--- config.mk ---
export PLATFORM = sky130hd
export DESIGN_NAME = io_request_arbiter_flat
export DESIGN_NICKNAME = d
export VERILOG_FILES = /design/src/rtl/io_request_arbiter_pkg.sv /design/src/rtl/io_request_arbiter_if.sv /design/src/rtl/arbiter.sv /design/src/rtl/oh_to_idx.sv /design/src/rtl/io_request_arbiter.sv /design/src/flat_wrapper.sv
export SDC_FILE = /design/constraint.sdc
export NUM_CORES = 1
export LEC_CHECK = 0
export ABC_AREA = 1
export CORE_UTILIZATION = 42
export DETAILED_ROUTE_END_ITERATION = 7
export PLACE_DENSITY = 0.83
export SLEW_MARGIN = 40
export SYNTH_ARGS = -nofsm -noshare
export SYNTH_HDL_FRONTEND = slang
export SYNTH_SLANG_ARGS = --single-unit
--- constraint.sdc ---
create_clock -name clk -period 4.8 [get_ports clk]
set_input_delay 0.72 -clock clk [delete_from_list [all_inputs] [get_ports clk]]
set_output_delay 0.72 -clock clk [all_outputs]
set_load 0.01 [all_outputs]
--- src/rtl/io_request_arbiter_pkg.sv ---
// Shared IO request/response packet types for the core <-> IO bus path.
package io_request_arbiter_pkg;

    // core_id_t is sized for up to 16 cores; widen here if NUM_CORES grows.
    localparam int CORE_ID_WIDTH    = 4;
    localparam int THREAD_IDX_WIDTH = 2;

    typedef logic [31:0]                 scalar_t;
    typedef logic [THREAD_IDX_WIDTH-1:0] thread_idx_t;
    typedef logic [CORE_ID_WIDTH-1:0]    core_id_t;

    typedef struct packed {
        logic        valid;
        logic        is_store;
        scalar_t     address;
        scalar_t     value;
        thread_idx_t thread_idx;
    } ioreq_packet_t;

    typedef struct packed {
        logic        valid;
        core_id_t    core;
        thread_idx_t thread_idx;
        scalar_t     read_value;
    } iorsp_packet_t;

    localparam scalar_t TIMEOUT_READ_VALUE = 32'hFFFF_FFFF;

endpackage

--- src/rtl/io_request_arbiter_if.sv ---
// Core request/response and IO device bus signals seen by the arbiter.
interface io_request_arbiter_if
    import io_request_arbiter_pkg::*;
#(
    parameter int NUM_CORES = 1
);
    ioreq_packet_t        ior_request [NUM_CORES];
    logic [NUM_CORES-1:0] ia_ready;
    iorsp_packet_t        ia_response;
    logic                 io_read_en;
    logic                 io_write_en;
    scalar_t              io_address;
    scalar_t              io_write_data;
    scalar_t              io_read_data;
    logic                 io_ack;
    logic                 io_timeout;

    modport master (
        input  ior_request, io_read_data, io_ack,
        output ia_ready, ia_response, io_read_en, io_write_en,
               io_address, io_write_data, io_timeout
    );

    modport slave (
        output ior_request, io_read_data, io_ack,
        input  ia_ready, ia_response, io_read_en, io_write_en,
               io_address, io_write_data, io_timeout
    );
endinterface

--- src/rtl/arbiter.sv ---
// Round-robin arbiter: the entry granted last drops to lowest priority.
module arbiter #(
    parameter int NUM_ENTRIES = 2
) (
    input  logic                   clk,
    input  logic                   reset,
    input  logic [NUM_ENTRIES-1:0] request,
    input  logic                   update_lru,
    output logic [NUM_ENTRIES-1:0] grant_oh
);
    logic [NUM_ENTRIES-1:0] last_oh;
    logic [NUM_ENTRIES-1:0] above;
    logic [NUM_ENTRIES-1:0] masked;
    logic [NUM_ENTRIES-1:0] pick;
    logic                   seen;

    // Entries strictly above the last winner get first chance, then wrap.
    always_comb begin
        above = '0;
        seen  = 1'b0;
        for (int i = 0; i < NUM_ENTRIES; i++) begin
            above[i] = seen;
            seen     = seen | last_oh[i];
        end
        masked   = request & above;
        pick     = (|masked) ? masked : request;
        grant_oh = '0;
        for (int i = NUM_ENTRIES - 1; i >= 0; i--) begin
            if (pick[i]) begin
                grant_oh    = '0;
                grant_oh[i] = 1'b1;
            end
        end
    end

    always_ff @(posedge clk or posedge reset) begin
        if (reset) begin
            last_oh <= {1'b1, {(NUM_ENTRIES-1){1'b0}}};
        end else if (update_lru) begin
            last_oh <= grant_oh;
        end
    end
endmodule

--- src/rtl/oh_to_idx.sv ---
// One-hot to binary index encoder.
module oh_to_idx #(
    parameter int NUM_SIGNALS = 4,
    parameter int INDEX_WIDTH = 2
) (
    input  logic [NUM_SIGNALS-1:0] one_hot,
    output logic [INDEX_WIDTH-1:0] index
);
    always_comb begin
        index = '0;
        for (int i = 0; i < NUM_SIGNALS; i++) begin
            if (one_hot[i]) index = index | INDEX_WIDTH'(i);
        end
    end
endmodule

--- src/rtl/io_request_arbiter.sv ---
// Grants core IO requests round-robin, runs each on the IO bus and broadcasts
// the tagged completion. One transaction outstanding at a time.
//   state   | meaning
//   IDLE    | offering ia_ready to the round-robin winner
//   BUS     | strobe held on the device bus, waiting for io_ack or timeout
//   RESPOND | ia_response.valid high for one cycle
module io_request_arbiter
    import io_request_arbiter_pkg::*;
#(
    parameter int NUM_CORES      = 1,
    parameter int TIMEOUT_CYCLES = 256
) (
    input  logic                   clk,
    input  logic                   reset,
    io_request_arbiter_if.master   bus
);
    localparam int              CNT_W    = $clog2(TIMEOUT_CYCLES);
    localparam logic [CNT_W-1:0] CNT_LAST = CNT_W'(TIMEOUT_CYCLES - 1);
    localparam logic [CNT_W-1:0] CNT_WARN = CNT_W'(TIMEOUT_CYCLES - 2);

    typedef enum logic [1:0] {IDLE, BUS, RESPOND} state_t;

    state_t               state;
    logic [NUM_CORES-1:0] req_valid;
    logic [NUM_CORES-1:0] grant_oh;
    core_id_t             grant_idx;
    ioreq_packet_t        grant_req;
    logic                 accept;
    logic [CNT_W-1:0]     wait_cnt;
    core_id_t             lat_core;
    thread_idx_t          lat_thread;
    logic                 lat_store;

    always_comb begin
        for (int i = 0; i < NUM_CORES; i++) req_valid[i] = bus.ior_request[i].valid;
    end

    always_comb begin
        grant_req = '0;
        for (int i = 0; i < NUM_CORES; i++) begin
            if (grant_oh[i]) grant_req = bus.ior_request[i];
        end
    end

    assign bus.ia_ready = (state == IDLE) ? grant_oh : '0;
    assign accept       = (state == IDLE) && grant_req.valid;

    arbiter #(.NUM_ENTRIES(NUM_CORES)) u_arbiter (
        .clk        (clk),
        .reset      (reset),
        .request    (req_valid),
        .update_lru (accept),
        .grant_oh   (grant_oh)
    );

    oh_to_idx #(.NUM_SIGNALS(NUM_CORES), .INDEX_WIDTH(CORE_ID_WIDTH)) u_grant_idx (
        .one_hot (grant_oh),
        .index   (grant_idx)
    );

    always_ff @(posedge clk or posedge reset) begin
        if (reset) begin
            state             <= IDLE;
            wait_cnt          <= '0;
            lat_core          <= '0;
            lat_thread        <= '0;
            lat_store         <= 1'b0;
            bus.io_read_en    <= 1'b0;
            bus.io_write_en   <= 1'b0;
            bus.io_address    <= '0;
            bus.io_write_data <= '0;
            bus.io_timeout    <= 1'b0;
            bus.ia_response   <= '0;
        end else begin
            bus.io_timeout <= 1'b0;
            case (state)
                IDLE: begin
                    if (accept) begin
                        lat_core          <= grant_idx;
                        lat_thread        <= grant_req.thread_idx;
                        lat_store         <= grant_req.is_store;
                        bus.io_address    <= grant_req.address;
                        bus.io_write_data <= grant_req.value;
                        bus.io_read_en    <= !grant_req.is_store;
                        bus.io_write_en   <= grant_req.is_store;
                        wait_cnt          <= '0;
                        state             <= BUS;
                    end
                end
                BUS: begin
                    // An ack in the final wait cycle still completes normally.
                    if (bus.io_ack) begin
                        bus.ia_response.valid      <= 1'b1;
                        bus.ia_response.core       <= lat_core;
                        bus.ia_response.thread_idx <= lat_thread;
                        bus.ia_response.read_value <= lat_store ? '0 : bus.io_read_data;
                        bus.io_read_en             <= 1'b0;
                        bus.io_write_en            <= 1'b0;
                        state                      <= RESPOND;
                    end else if (wait_cnt == CNT_LAST) begin
                        bus.ia_response.valid      <= 1'b1;
                        bus.ia_response.core       <= lat_core;
                        bus.ia_response.thread_idx <= lat_thread;
                        bus.ia_response.read_value <= TIMEOUT_READ_VALUE;
                        bus.io_read_en             <= 1'b0;
                        bus.io_write_en            <= 1'b0;
                        state                      <= RESPOND;
                    end else begin
                        // Pulse lands in the last wait cycle, one ahead of the response.
                        wait_cnt       <= wait_cnt + 1'b1;
                        bus.io_timeout <= (wait_cnt == CNT_WARN);
                    end
                end
                RESPOND: begin
                    bus.ia_response.valid <= 1'b0;
                    state                 <= IDLE;
                end
                default: state <= IDLE;
            endcase
        end
    end
endmodule

--- src/flat_wrapper.sv ---
// flat-port wrapper written by rule: the top's interface ports become plain ports
module io_request_arbiter_flat import io_request_arbiter_pkg::*;
#(
    parameter int NUM_CORES      = 1,
    parameter int TIMEOUT_CYCLES = 256
)
  (clk, reset, bus_ior_request, bus_io_read_data, bus_io_ack, bus_ia_ready, bus_ia_response, bus_io_read_en, bus_io_write_en, bus_io_address, bus_io_write_data, bus_io_timeout);
  io_request_arbiter_if #(.NUM_CORES(NUM_CORES)) bus_i ();
  input  logic clk;
  input  logic reset;
  input wire logic [$bits(bus_i.ior_request)-1:0] bus_ior_request;
  input wire logic [$bits(bus_i.io_read_data)-1:0] bus_io_read_data;
  input wire logic [$bits(bus_i.io_ack)-1:0] bus_io_ack;
  output wire logic [$bits(bus_i.ia_ready)-1:0] bus_ia_ready;
  output wire logic [$bits(bus_i.ia_response)-1:0] bus_ia_response;
  output wire logic [$bits(bus_i.io_read_en)-1:0] bus_io_read_en;
  output wire logic [$bits(bus_i.io_write_en)-1:0] bus_io_write_en;
  output wire logic [$bits(bus_i.io_address)-1:0] bus_io_address;
  output wire logic [$bits(bus_i.io_write_data)-1:0] bus_io_write_data;
  output wire logic [$bits(bus_i.io_timeout)-1:0] bus_io_timeout;
  assign bus_i.ior_request = {>>{bus_ior_request}};
  assign bus_i.io_read_data = bus_io_read_data;
  assign bus_i.io_ack = bus_io_ack;
  assign bus_ia_ready = bus_i.ia_ready;
  assign bus_ia_response = bus_i.ia_response;
  assign bus_io_read_en = bus_i.io_read_en;
  assign bus_io_write_en = bus_i.io_write_en;
  assign bus_io_address = bus_i.io_address;
  assign bus_io_write_data = bus_i.io_write_data;
  assign bus_io_timeout = bus_i.io_timeout;
  io_request_arbiter #(.NUM_CORES(NUM_CORES), .TIMEOUT_CYCLES(TIMEOUT_CYCLES)) u_core (.clk(clk), .reset(reset), .bus(bus_i));
endmodule
==> results of run 1 <==
[synth_stat cells (all sizes together)]
cell type	count
nand3	11
conb	1
buf	23
a21oi	66
o21ai	15
or2	1
nand3b	1
clkbuf	7
ha	7
nand2	239
dfrtp	115
nand4	3
nor3	1
inv	50
nor2	12
[layer usage]
| layer | share of wire (%) | GRT usage [%] | vias to the layer above |
|---|---|---|---|
| met2 | 49 | 34.5 | 187 |
| met5 | 0 | 0 | - |
| li1 | - | - | 2102 |
| met4 | 2.2 | 8.76 | 0 |
| met3 | 9.4 | 7.41 | 22 |
| met1 | 40 | 24.9 | 2010 |
[how the worst max path moves through the flow]
stage                                      to  depth (start not counted)
floorplan           u_core.bus.ia_response[0]                          1
finish                           bus_ia_ready                          4
detailed placement               bus_ia_ready                          4
CTS                              bus_ia_ready                          4
global route                     bus_ia_ready                          4
global placement                 bus_ia_ready                          4
[metrics by stage]
stage	utilization (%)	area, um2	setup WS, ns
2_1_floorplan	-	4850	1.04
6_report	67.8	7480	2.08
3_3_place_gp	62.8	6930	2.06
5_1_grt	67.8	7480	2.03
4_1_cts	67.8	7480	2.07
3_5_place_dp	62.8	6930	2.07
[power by group through the flow]
stage	Clock [mW]	Sequential [mW]	Combinational, mW
2_1_floorplan	0	1.84	0.803
3_3_place_gp	0	1.64	2.01
3_5_place_dp	0	1.66	2.07
4_1_cts	1.18	1.66	2.08
5_1_grt	1.23	1.70	2.27
6_report	1.15	1.66	2.06
[cells by family (layout without fill, tap and decap cells)]
family	Yosys count	in the layout	share of synthesized area, %
simple gates	268	268	22.3
flops	115	115	59.4
compound gates	81	81	8.53
buf+inv	80	290	7.83
fa+ha+maj	7	7	1.81
other cells	1	4	0.0774
[layout make-up]
type / instances / area [um2] / share of cell area, %
inverters: 50 / 190 / 2.54
flip-flops and latches: 115 / 2880 / 38.5
well taps: 140 / 175 / 2.34
clock inverters: 5 / 50.0 / 0.669
repair buffers: 209 / 2080 / 27.8
multi-input cells: 360 / 1600 / 21.4
clock buffers: 26 / 499 / 6.68
[sequential cells by signal, summed over array words and instances (netlist names)]
register / cells
u_core.bus.io_write_en: 1
u_core.state: 2
u_core.wait_cnt: 8
u_core.lat_store: 1
u_core.bus.io_read_en: 1
u_core.lat_thread: 2
u_core.bus.ia_response: 35
u_core.bus.io_address: 32
u_core.bus.io_write_data: 32
u_core.bus.io_timeout: 1
[critical path, stage by stage]
cell                              delay [ns]
sky130_fd_sc_hd__clkdlybuf4s50_1        0.54
sky130_fd_sc_hd__nand2_2                0.08
sky130_fd_sc_hd__inv_2                  0.06
sky130_fd_sc_hd__clkdlybuf4s50_1        0.59
==> results.txt, run 1 <==
- Outcome: finished, final reports clean
- All-Layer GR Usage: about a fifth
- Detailed placement finished with a half-perimeter wire length of between 8 and 9 mm.
* Overall die height: about 110 um
- Switching power summed over all nets: 1.66 mW
* Post-layout nets: between 800 and 900
- Critical Path Start: bus_ior_request[67]
- In this run the biggest area consumer among cell types represents about three fifths of the synthesized area.
- For this design the top-level I/O count stands at 210.
* Register bit count reported by yosys: approximately 120
- Initial Utilization: 43.9%
* Final weighted congestion of routability-driven global placement: slightly above 0.8
- Number of global-route vias before repair: 4,132
- P_int: between 3 and 4 mW
- During synthesis, Yosys emitted a total of 0 warnings.
- The number of gates resized after CTS was 0.
- Counting every sink on the clock net gives ~120.
- Number of distinct standard cells referenced by the synthesized netlist: 24
* Category of the worst setup path capture point: output port
- At the later pin of the worst-skew pair, clock insertion delay measures roughly 0.40 ns.
- Cells after synthesis: about 550
- Worst supply voltage drop on vdd: 306 uV
- Setup repair after global routing left no endpoint under its margin.
- The detail route stage leaves a number of antenna-violating nets equal to 0.
- For this block, the routed nets add up to ~13 mm of wire.
- Post-CTS timing repair inserted 0 buffers for setup.
- Summed over all instances, the cell type with the most area after synthesis is sky130_fd_sc_hd__dfrtp_1.
- Fraction of power spent switching nets: about 34%
- Clock period minus worst slack: about 2.7 ns
* Crit Path Class: primary input to output port
* Static Leak: 3.66 nW
- The detailed router finished its first iteration with ~260 violations.
- For the final database, setup skew stands at between 0.008 and 0.009 ns.
- Dividing the synthesized area by the synthesized cell count gives roughly 8.8 um2.
- In the finished design, the share of the clock period the worst path needs comes to between 50% and 60%.
- Measured against its own limit, the worst slew margin works out to approximately half.
- Setup violations remaining at the end of the flow were counted as 0.
- The library cell used most frequently in the layout, excluding fill and tap cells, is sky130_fd_sc_hd__nand2_1.
- Final-report hold violation count: 0
* Number of antenna violations at the first check in global routing: 0
- Area contributors post-synth: sky130_fd_sc_hd__dfrtp_1 59%, sky130_fd_sc_hd__nand2_1 18%, sky130_fd_sc_hd__a21oi_1 6.6%, sky130_fd_sc_hd__inv_1 3.7%, sky130_fd_sc_hd__ha_1 1.8%
- Die ar.: between 10,000 and 15,000 um2
- Endpoint of the worst-slack reg-to-reg timing path: u_core.bus.ia_response[18]
* Arrival time at the worst endpoint: around 2 ns
- In this run the tool buffered the top-level ports with just over 200 buffer cells.
- For this run the aggregate overflow at the end of global routing stands at 0.
- The worst register-to-register path begins at u_core.state[1].
- Crit path required time: between 4 and 5 ns
- The top cell types in the final layout, fill and taps aside, are 232 x sky130_fd_sc_hd__nand2_1, 205 x sky130_fd_sc_hd__clkdlybuf4s50_1, 115 x sky130_fd_sc_hd__dfrtp_1, 64 x sky130_fd_sc_hd__a21oi_1, 46 x sky130_fd_sc_hd__inv_1.
* Clk pin slew, worst setup/hold paths: about 0.050 ns
- The worst hold path begins at u_core.bus.io_read_en.
- Entering global routing, the biggest net connects slightly below 70 pins.
- The clock passes through at most 2 buffers.
- For the pin with the worst max-slew slack, the measured transition is approximately 0.73 ns.
* Die outline width: 109 um
- The first global-routing pass estimated 19.4 mm of wire.
- Register area share after synthesis: between 50 and 60%
- Routed wire length per instance: roughly 14 um
- The H-tree was split into 4 levels.
* Core Region: approximately 11,000 um2
- In this run the clock root is driven by a sky130_fd_sc_hd__clkbuf_16.
- In this run, placement finished with an instance count of slightly below 900.
- Pins over their slew limit: 0
- Hold repair after CTS inserted 0 buffers.
- Number of buffers created by CTS: 17
* Synthesis-to-layout area growth: 54.4%
* DRT Pass-1 Iters: 5
- Of the total power, the clock network draws a little under a quarter.
* Non-filler cells in the finished layout: roughly 910
* Design Power: 4.87 mW
* Via density per instance: about 4.8
* Diodes inserted: 0
* Hold Path Class: flop to flop
- Cells with a size suffix above 1 make up 6.27% of the layout.
- Combinational cell fraction of total power: a little over two fifths
* Post-Synthesis Cell Area: between 4000 and 5000 um2
* Sequential fraction of design power: between 30% and 40%
- For this block, the via count after detailed routing is approximately 4,300.
- The worst hold path passes through 2 cells.
- FP Rows: 38
* Drt drc: 0
- Peak clock frequency supported by timing: about 0.37 GHz
- Pwr/cell area: between 600 and 700 nW/um2
- Largest fanout of any net on the critical path: 4
* Critical path startpoint category: primary input
- The worst register-to-register path has a depth of 5.
* Maximum Capacitance Violations: 0
- Counting the fill cells in the layout gives between 800 and 900.
* End point of the most critical hold path: u_core.bus.io_read_en
- Adding up every negative setup slack in the final design gives 0 ns.
- The worst register-to-register path has a setup slack of approximately 2.8 ns.
* TritonCTS clock tree: done
- Hold is met by roughly 0.47 ns.
Power figures use the tool's default switching activity.
==> inputs of run 2 (changes only) <==
CORE_UTILIZATION = 38   (was 42)
PLACE_DENSITY = 0.79   (was 0.83)
clock period = 2.2 ns   (was 4.8 ns; I/O delays follow)
==> results.txt, run 2 (synthesized netlist as in run 1, its figures left out) <==
- The die outline area came to 13,200 um2 (+10%).
* Number of antenna violations at the first check in global routing: 0 (unchanged)
- The number of I/O pins was 210 (unchanged).
- Compared with the post-synthesis result, the final layout area differs by 56.5%.
- Measured slew at the worst slew-check pin: 0.665 ns (-0.0657 ns)
* Clock Sinks: 115 (unchanged)
- The largest fanout on the critical path is 5 (+1).
- The minimum setup slack among reg-to-reg paths came to 0.38 ns (-2.38 ns).
- The required time of the critical path was 1.87 ns (-2.21 ns).
- List of cells traversed by the critical path: inv_1, ha_1, nand2_2, inv_2, dlygate4sd2_1
- M1 wire length: 5.09 mm (+2.4%)
* Number of buffers between clock root and the deepest sink: 2 (unchanged)
- Worst Clk Skew: 0.00879 ns (+0.0000817 ns)
- In this run the worst hold path is classified as primary input to async pin.
* Drt drc: 0 (unchanged)
* Most frequent standard cell in the layout excluding fill and tap cells: sky130_fd_sc_hd__nand2_1
- Crit Path Class: flop to output port
- Routed wire length per instance: 13.6 um (-2.2%)
* DP Wirelength: 8.96 mm (+2.0%)
- The remaining max-slew budget at the tightest pin came to 55.6% (+4.4 points).
* Number of global-route vias before repair: 4,254 (+3.0%)
- Worst reg2reg path depth: 6 (+1)
- Initial Utilization: 39.7% (-4.2 points)
* Root cell of the clock tree: sky130_fd_sc_hd__clkbuf_16
* Number of antenna-violating nets in the routed design: 0 (unchanged)
- Total wire length after detailed routing: 12.7 mm (+1.2%)
- Maximum number of pins on one net before global-route repair: 89 (+29%)
* First-pass GRT wire length: 20.2 mm (+4.5%)
- Post-cts hold buffer count: 0 (unchanged)
- The die height is 115 um (+5.0%).
- Die outline width: 115 um (+5.0%)
- The maximum level of the CTS H-tree was 4 (unchanged).
* Category of the worst setup path capture point: output port
- Share of layout cells above drive strength 1: 6.63% (+0.36 points)
* Via density per instance: 4.59 (-3.8%)
- The final count of hold timing violations is 0 (unchanged).
* Critical Path Start: u_core.state[0]
- The total CTS buffers was 17 (unchanged).
- Design Power: 10.8 mW (+120%)
- Endpoint of the worst-slack reg-to-reg timing path: u_core.lat_thread[1]
* Critical path startpoint category: flop
* Clock period minus worst slack: between 1.5 and 2 ns
- Launch instance of the worst register-to-register path: u_core.state[0]
* Number of flip-flops in the largest register: 35 (unchanged)
- The final setup violation count was 0 (unchanged).
* Maximum Capacitance Violations: 0 (unchanged)
- The number of buffers inserted by port buffering is 205 (unchanged).
* Critical-path cell with the highest stage delay: sky130_fd_sc_hd__dfrtp_1
- The data arrival time at the worst-slack endpoint came to 1.66 ns (-0.34 ns).
- Pins over their slew limit: 0 (unchanged)
- Worst supply voltage drop on vdd: 666 uV (+120%)
- The number of filler instances in the final layout is 1,052 (+26%).
- The via count was 4,303 (-0.42%).
* DRT Pass-1 Iters: 4 (-1)
* Endpoint of the most critical setup path: bus_ia_ready
* Ratio of final minimum period to clock period: roughly 90%
- The worst hold slack was 0.395 ns (-0.0766 ns).
- Latest clock arrival within the worst-skew pair: 0.41 ns (about the same)
- The clock-pin slew reported for the worst setup and hold paths after clock tree synthesis was 0.05 ns (about the same).
- The largest stage delay on the critical path is 0.41 ns (-0.18 ns).
- Total overflow reported by the global router: 0 (unchanged)
- The buffer count from post-CTS setup fixing came to 0 (unchanged).
- The flow ran to the end, and the final reports show no timing, DRC or antenna violations.
- The number of DRC violations after detailed-routing iteration 0 was 228 (-14%).
- Post-layout nets: 866 (+0.35%)
* Commonest cells after routing, fill and taps aside: 233 x sky130_fd_sc_hd__nand2_1, 204 x sky130_fd_sc_hd__clkdlybuf4s50_1, 115 x sky130_fd_sc_hd__dfrtp_1, 64 x sky130_fd_sc_hd__a21oi_1, 47 x sky130_fd_sc_hd__inv_1
- The reported leakage power came to 3.69 nW (+0.97%).
* FP Rows: 40 (+5.3%)
- Final instance area: 7580 um2 (+1.4%)
- The core box area came to 12,200 um2 (+11%).
* Diodes inserted: 0 (unchanged)
- Based on the critical path, the design can be clocked at up to around 0.50 GHz.
- RSZ-0062 raised after global routing: no
- The largest registers in the layout are u_core.bus.ia_response: 35 flops, u_core.bus.io_address: 32 flops, u_core.bus.io_write_data: 32 flops.
- Pwr/cell area: 1430 nW/um2 (+120%)
* Setup TNS: 0 ns (unchanged)
- WL met2: 6.17 mm (+0.67%)
- Signal routing reaches up to met4.
* TritonCTS clock tree: done
* Final weighted congestion of routability-driven global placement: 0.797 (-1.7%)
* All-Layer GR Usage: 19.9% (-1.1 points)
- The placed instance area is 7000 um2 (+0.99%).
* Met3 wirelength from detailed routing: 1.20 mm (+2.3%)
- Top reg by flops: u_core.bus.ia_response
==> run 2: worst min-delay path by stage <==
stage	slack, ns	cells after the start	endpoint
2_1_floorplan	0.44	2	u_core.bus.io_address[0]
3_3_place_gp	0.46	2	u_core.bus.io_write_en
3_5_place_dp	0.46	2	u_core.bus.io_write_data[26]
4_1_cts	0.39	3	u_core.bus.ia_response[19]
5_1_grt	0.43	3	u_core.bus.ia_response[19]
6_report	0.39	3	u_core.bus.ia_response[19]
==> run 2: repair_timing <==
item                       in CTS  in global routing
hold endpoints to repair        0                  0
setup endpoints to repair       1                  0
resized for setup               1                  0
==> run 2: area by class of cell <==
class	instances	area (um2)	share of cell area [%]
clock inverter	10	133	1.75
timing repair buffer	212	2120	27.9
clock buffer	22	454	5.99
tap	168	210	2.77
inverter	50	191	2.52
multi-input combinational	360	1600	21.1
sequential	115	2880	38.0
==> run 2: per-stage QoR <==
stage | utilization, % | setup slack, ns | std cells
2_1_floorplan | - | 0.471 | 555
3_3_place_gp | 57.3 | 0.242 | 905
3_5_place_dp | 57.3 | 0.237 | 905
4_1_cts | 62.1 | 0.152 | 937
5_1_grt | 62.1 | 0.0764 | 937
6_report | 62.1 | 0.211 | 937
==> run 2: per-layer routing <==
metal,vias to the layer above,track usage (%)
li1,2113,-
met2,174,33.2
met3,22,7.70
met4,0,9.09
met5,-,0
met1,1994,22.5
==> run 2: report_power, final <==
part / internal (mW) / switching (mW) / leakage, nW / total (mW)
logic: 2.30 / 2.21 / 2.00 / 4.52
registers: 3.08 / 0.533 / 1.40 / 3.61
clock network: 1.80 / 0.910 / 0.292 / 2.71
==> run 2: critical path, delay by kind of cell (launching register included) <==
family	cells	cell delay (ns)
adder cells (fa/ha/maj)	1	0.26
buffers and inverters	3	0.50
flip-flops	1	0.41
AND/OR/NAND/NOR	1	0.10
==> inputs of run 3 (changes only) <==
RECOVER_POWER = 100   (was not set)
==> results.txt, run 3 (synthesized netlist as in run 1, its figures left out) <==
- The ratio of routed vias to standard cells came to 4.61 (+0.33%).
- Design Power: 10.4 mW (-3.7%)
- Crit-path leading delay family: buffers and inverters
- Routed wire length per instance: 13.6 um (about the same)
- Final weighted congestion of routability-driven global placement: 0.797 (unchanged)
- The internal cell power was 6.84 mW (-4.8%).
- The final count of hold timing violations came to 0 (unchanged).
- Outcome: finished, final reports clean
- Clock period minus worst slack: 2.00 ns (+0.0143 ns)
* Share of layout cells above drive strength 1: 6.11% (-0.52 points)
* Routing layer with the top usage in global route: met2
- The largest buffer count on any clock path is 2 (unchanged).
- Delay of the slowest cell on the worst path: 0.42 ns (about the same)
- The final setup violation count is 0 (unchanged).
* Latest clock arrival within the worst-skew pair: 0.40 ns (about the same)
* Non-filler cells in the finished layout: 937 (unchanged)
- In the layout the commonest cells are 234 x sky130_fd_sc_hd__nand2_1, 115 x sky130_fd_sc_hd__dfrtp_1, 103 x sky130_fd_sc_hd__dlygate4sd3_1, 101 x sky130_fd_sc_hd__clkdlybuf4s50_1, 64 x sky130_fd_sc_hd__a21oi_1.
- In this run the critical register-to-register path is captured at u_core.bus.ia_response[10].
* Final-layout fill cell count: 1,056 (+0.38%)
- The buffer count from post-CTS setup fixing came to 0 (unchanged).
- Met2 usage: 33.2% (unchanged)
- The final max-slew violation count came to 0 (unchanged).
- On the critical path, the stage with the largest delay is an instance of sky130_fd_sc_hd__dfrtp_1.
- Number of buffers created by CTS: 17 (unchanged)
* Share of power burned in the clock network: 25.9% (+0.9 points)
- Largest fanout of any net on the critical path: 5 (unchanged)
- TritonCTS clock tree: done
* Arrival time at the worst endpoint: 1.67 ns (about the same)
- Number of global-route vias before repair: 4,254 (unchanged)
* Sequential fraction of design power: 34.2% (+0.9 points)
- List of cells traversed by the critical path: inv_1, ha_1, nand2_1, inv_2, dlygate4sd2_1
* CP Depth: 5 (unchanged)
- Worst hold start: bus_ior_request[10]
* All-Layer GR Usage: 19.9% (unchanged)
- Worst supply voltage drop on vdd: 643 uV (-3.6%)
* First-pass GRT wire length: 20.2 mm (unchanged)
- The total detailed-routing wirelength is 12.7 mm (about the same).
- The setup skew after layout was 0.00910 ns (+0.000315 ns).
- Maximum number of pins on one net before global-route repair: 89 (unchanged)
* Drt drc: 0 (unchanged)
- # H-tree levels: 4 (unchanged)
- Initial DRC Count: 222 (-2.6%)
- The critical path in this run is classified as flop to output port.
- The number of flip-flops under the largest register name is 35 (unchanged).
- The clock-pin slew reported for the worst setup and hold paths after clock tree synthesis was 0.05 ns (about the same).
- Registers with the most flip-flops: u_core.bus.ia_response: 35 flops, u_core.bus.io_address: 32 flops, u_core.bus.io_write_data: 32 flops
- Top reg by flops: u_core.bus.ia_response
- The via count was 4,317 (+0.33%).
- Ratio of final minimum period to clock period: 91.1% (+0.65 points)
- Total overflow reported by the global router: 0 (unchanged)
- The worst register-to-register path begins at u_core.state[1].
* Root cell of the clock tree: sky130_fd_sc_hd__clkbuf_16
- RSZ-0062 raised after global routing: no
- The count of TritonRoute iterations in the first routing pass was 6 (+2).
* Relative max-transition margin: 8.01% (-48 points)
- Most frequent standard cell in the layout excluding fill and tap cells: sky130_fd_sc_hd__nand2_1
- Setup TNS: 0 ns (unchanged)
* GRT met3 Usage: 7.70% (unchanged)
* Critical path startpoint category: flop
* Register-to-register setup slack: 0.21 ns (-0.17 ns)
* DP Wirelength: 8.96 mm (unchanged)
- Post-layout nets: 866 (unchanged)
- The fraction of the core area covered by cells at the end of the flow was 61.8% (-0.25 points).
- The number of I/O pins was 210 (unchanged).
- The number of inserted diodes is 0 (unchanged).
* Number of cells on the worst hold path: 3
- Core Region: 12,200 um2 (unchanged)
- The highest attainable clock frequency came to 0.499 GHz (-0.72%).
* Measured slew at the worst slew-check pin: 1.38 ns (+0.714 ns)
- The initial standard-cell utilization of the core was 39.7% (unchanged).
- The die height came to 115 um (unchanged).
- The initial antenna violation count was 0 (unchanged).
- Synthesis-to-layout area growth: 55.9%
- Number of buffers inserted by port buffering: 205 (unchanged)
- The global-route met1 utilization came to 22.5% (unchanged).
- The total buffers and inverters traversed by the critical path is 3 (unchanged).
- The worst setup path is captured at an output port.
- End point of the most critical hold path: u_core.bus.io_write_data[8]
- The clock sink count is 115 (unchanged).
- The number of max-cap violations is 0 (unchanged).
- Worst reg2reg path depth: 7 (+1)
* Combinational cell fraction of total power: 39.8% (-1.9 points)
- Die ar.: 13,200 um2 (unchanged)
- The post-route antenna net violation count was 0 (unchanged).
- Fraction of power spent switching nets: 34.5% (+0.80 points)
- The number of cells after detailed placement came to 905 (unchanged).
- The total power per unit cell area came to 1380 nW/um2 (-3.3%).
* FP Rows: 40 (unchanged)
* Hold Path Class: primary input to flop
- The die span in x came to 115 um (unchanged).
* Crit path required time: 1.87 ns (about the same)
- Switching power summed over all nets: 3.60 mW (-1.4%)
- Static Leak: 3.76 nW (+1.8%)
## run 3: changes by cell type in the layout (fill, tap and decap cells not counted), sizes merged
cell / change
clkbuf: +5
clkdlybuf4s50: -103
buf: -5
dlygate4sd3: +103
## run 3: per-stage QoR
| stage | setup slack [ns] | hold WS (ns) | instance area [um2] |
|---|---|---|---|
| 3_3_place_gp | 0.242 | 0.458 | 7000 |
| 6_report | 0.196 | 0.457 | 7550 |
| 5_1_grt | 0.0532 | 0.453 | 7550 |
| 4_1_cts | 0.152 | 0.393 | 7580 |
| 3_5_place_dp | 0.237 | 0.464 | 7000 |
| 2_1_floorplan | 0.471 | 0.440 | 4860 |
## run 3: worst max path at each step
stage                                end                start
5_1_grt                     bus_ia_ready      u_core.state[0]
3_3_place_gp                bus_ia_ready  bus_ior_request[67]
3_5_place_dp                bus_ia_ready  bus_ior_request[67]
6_report                    bus_ia_ready      u_core.state[0]
2_1_floorplan  u_core.bus.ia_response[0]                reset
4_1_cts                     bus_ia_ready      u_core.state[0]
## run 3: worst reg2reg max path, cell delays in order (launching register included)
cell	delay, ns
sky130_fd_sc_hd__dfrtp_1	0.39
sky130_fd_sc_hd__inv_1	0.14
sky130_fd_sc_hd__ha_1	0.19
sky130_fd_sc_hd__clkbuf_1	0.46
sky130_fd_sc_hd__nand2_1	0.11
sky130_fd_sc_hd__buf_4	0.25
sky130_fd_sc_hd__a21oi_1	0.25
sky130_fd_sc_hd__a21oi_1	0.07
## run 3: what timing repair did
item | 4_1_cts | 5_1_grt
hold buffers | 0 | 0
gates resized for setup | 1 | 0
endpoints found under the setup margin | 1 | 0
## run 3: per-layer routing
| layer | wire length, um | vias up |
|---|---|---|
| met4 | 208 | 0 |
| met5 | 0 | - |
| met1 | 5020 | 1992 |
| li1 | - | 2116 |
| met2 | 6220 | 192 |
| met3 | 1250 | 17 |
## run 3: area by class of cell
type	instances	area, um2	share of cell area [%]
well taps	168	210	2.78
flip-flops and latches	115	2880	38.1
repair buffers	212	2100	27.8
inverters	50	189	2.50
clock buffers	22	454	6.01
multi-input cells	360	1590	21.1
clock inverters	10	133	1.76
## run 3: power groups by stage
stage | Combinational, mW | Clock, mW | Sequential (mW)
floorplan | 1.75 | 0 | 4.01
global placement | 4.41 | 0 | 3.58
detailed placement | 4.56 | 0 | 3.63
CTS | 4.58 | 2.78 | 3.62
global route | 4.61 | 2.88 | 3.69
finish | 4.16 | 2.71 | 3.57
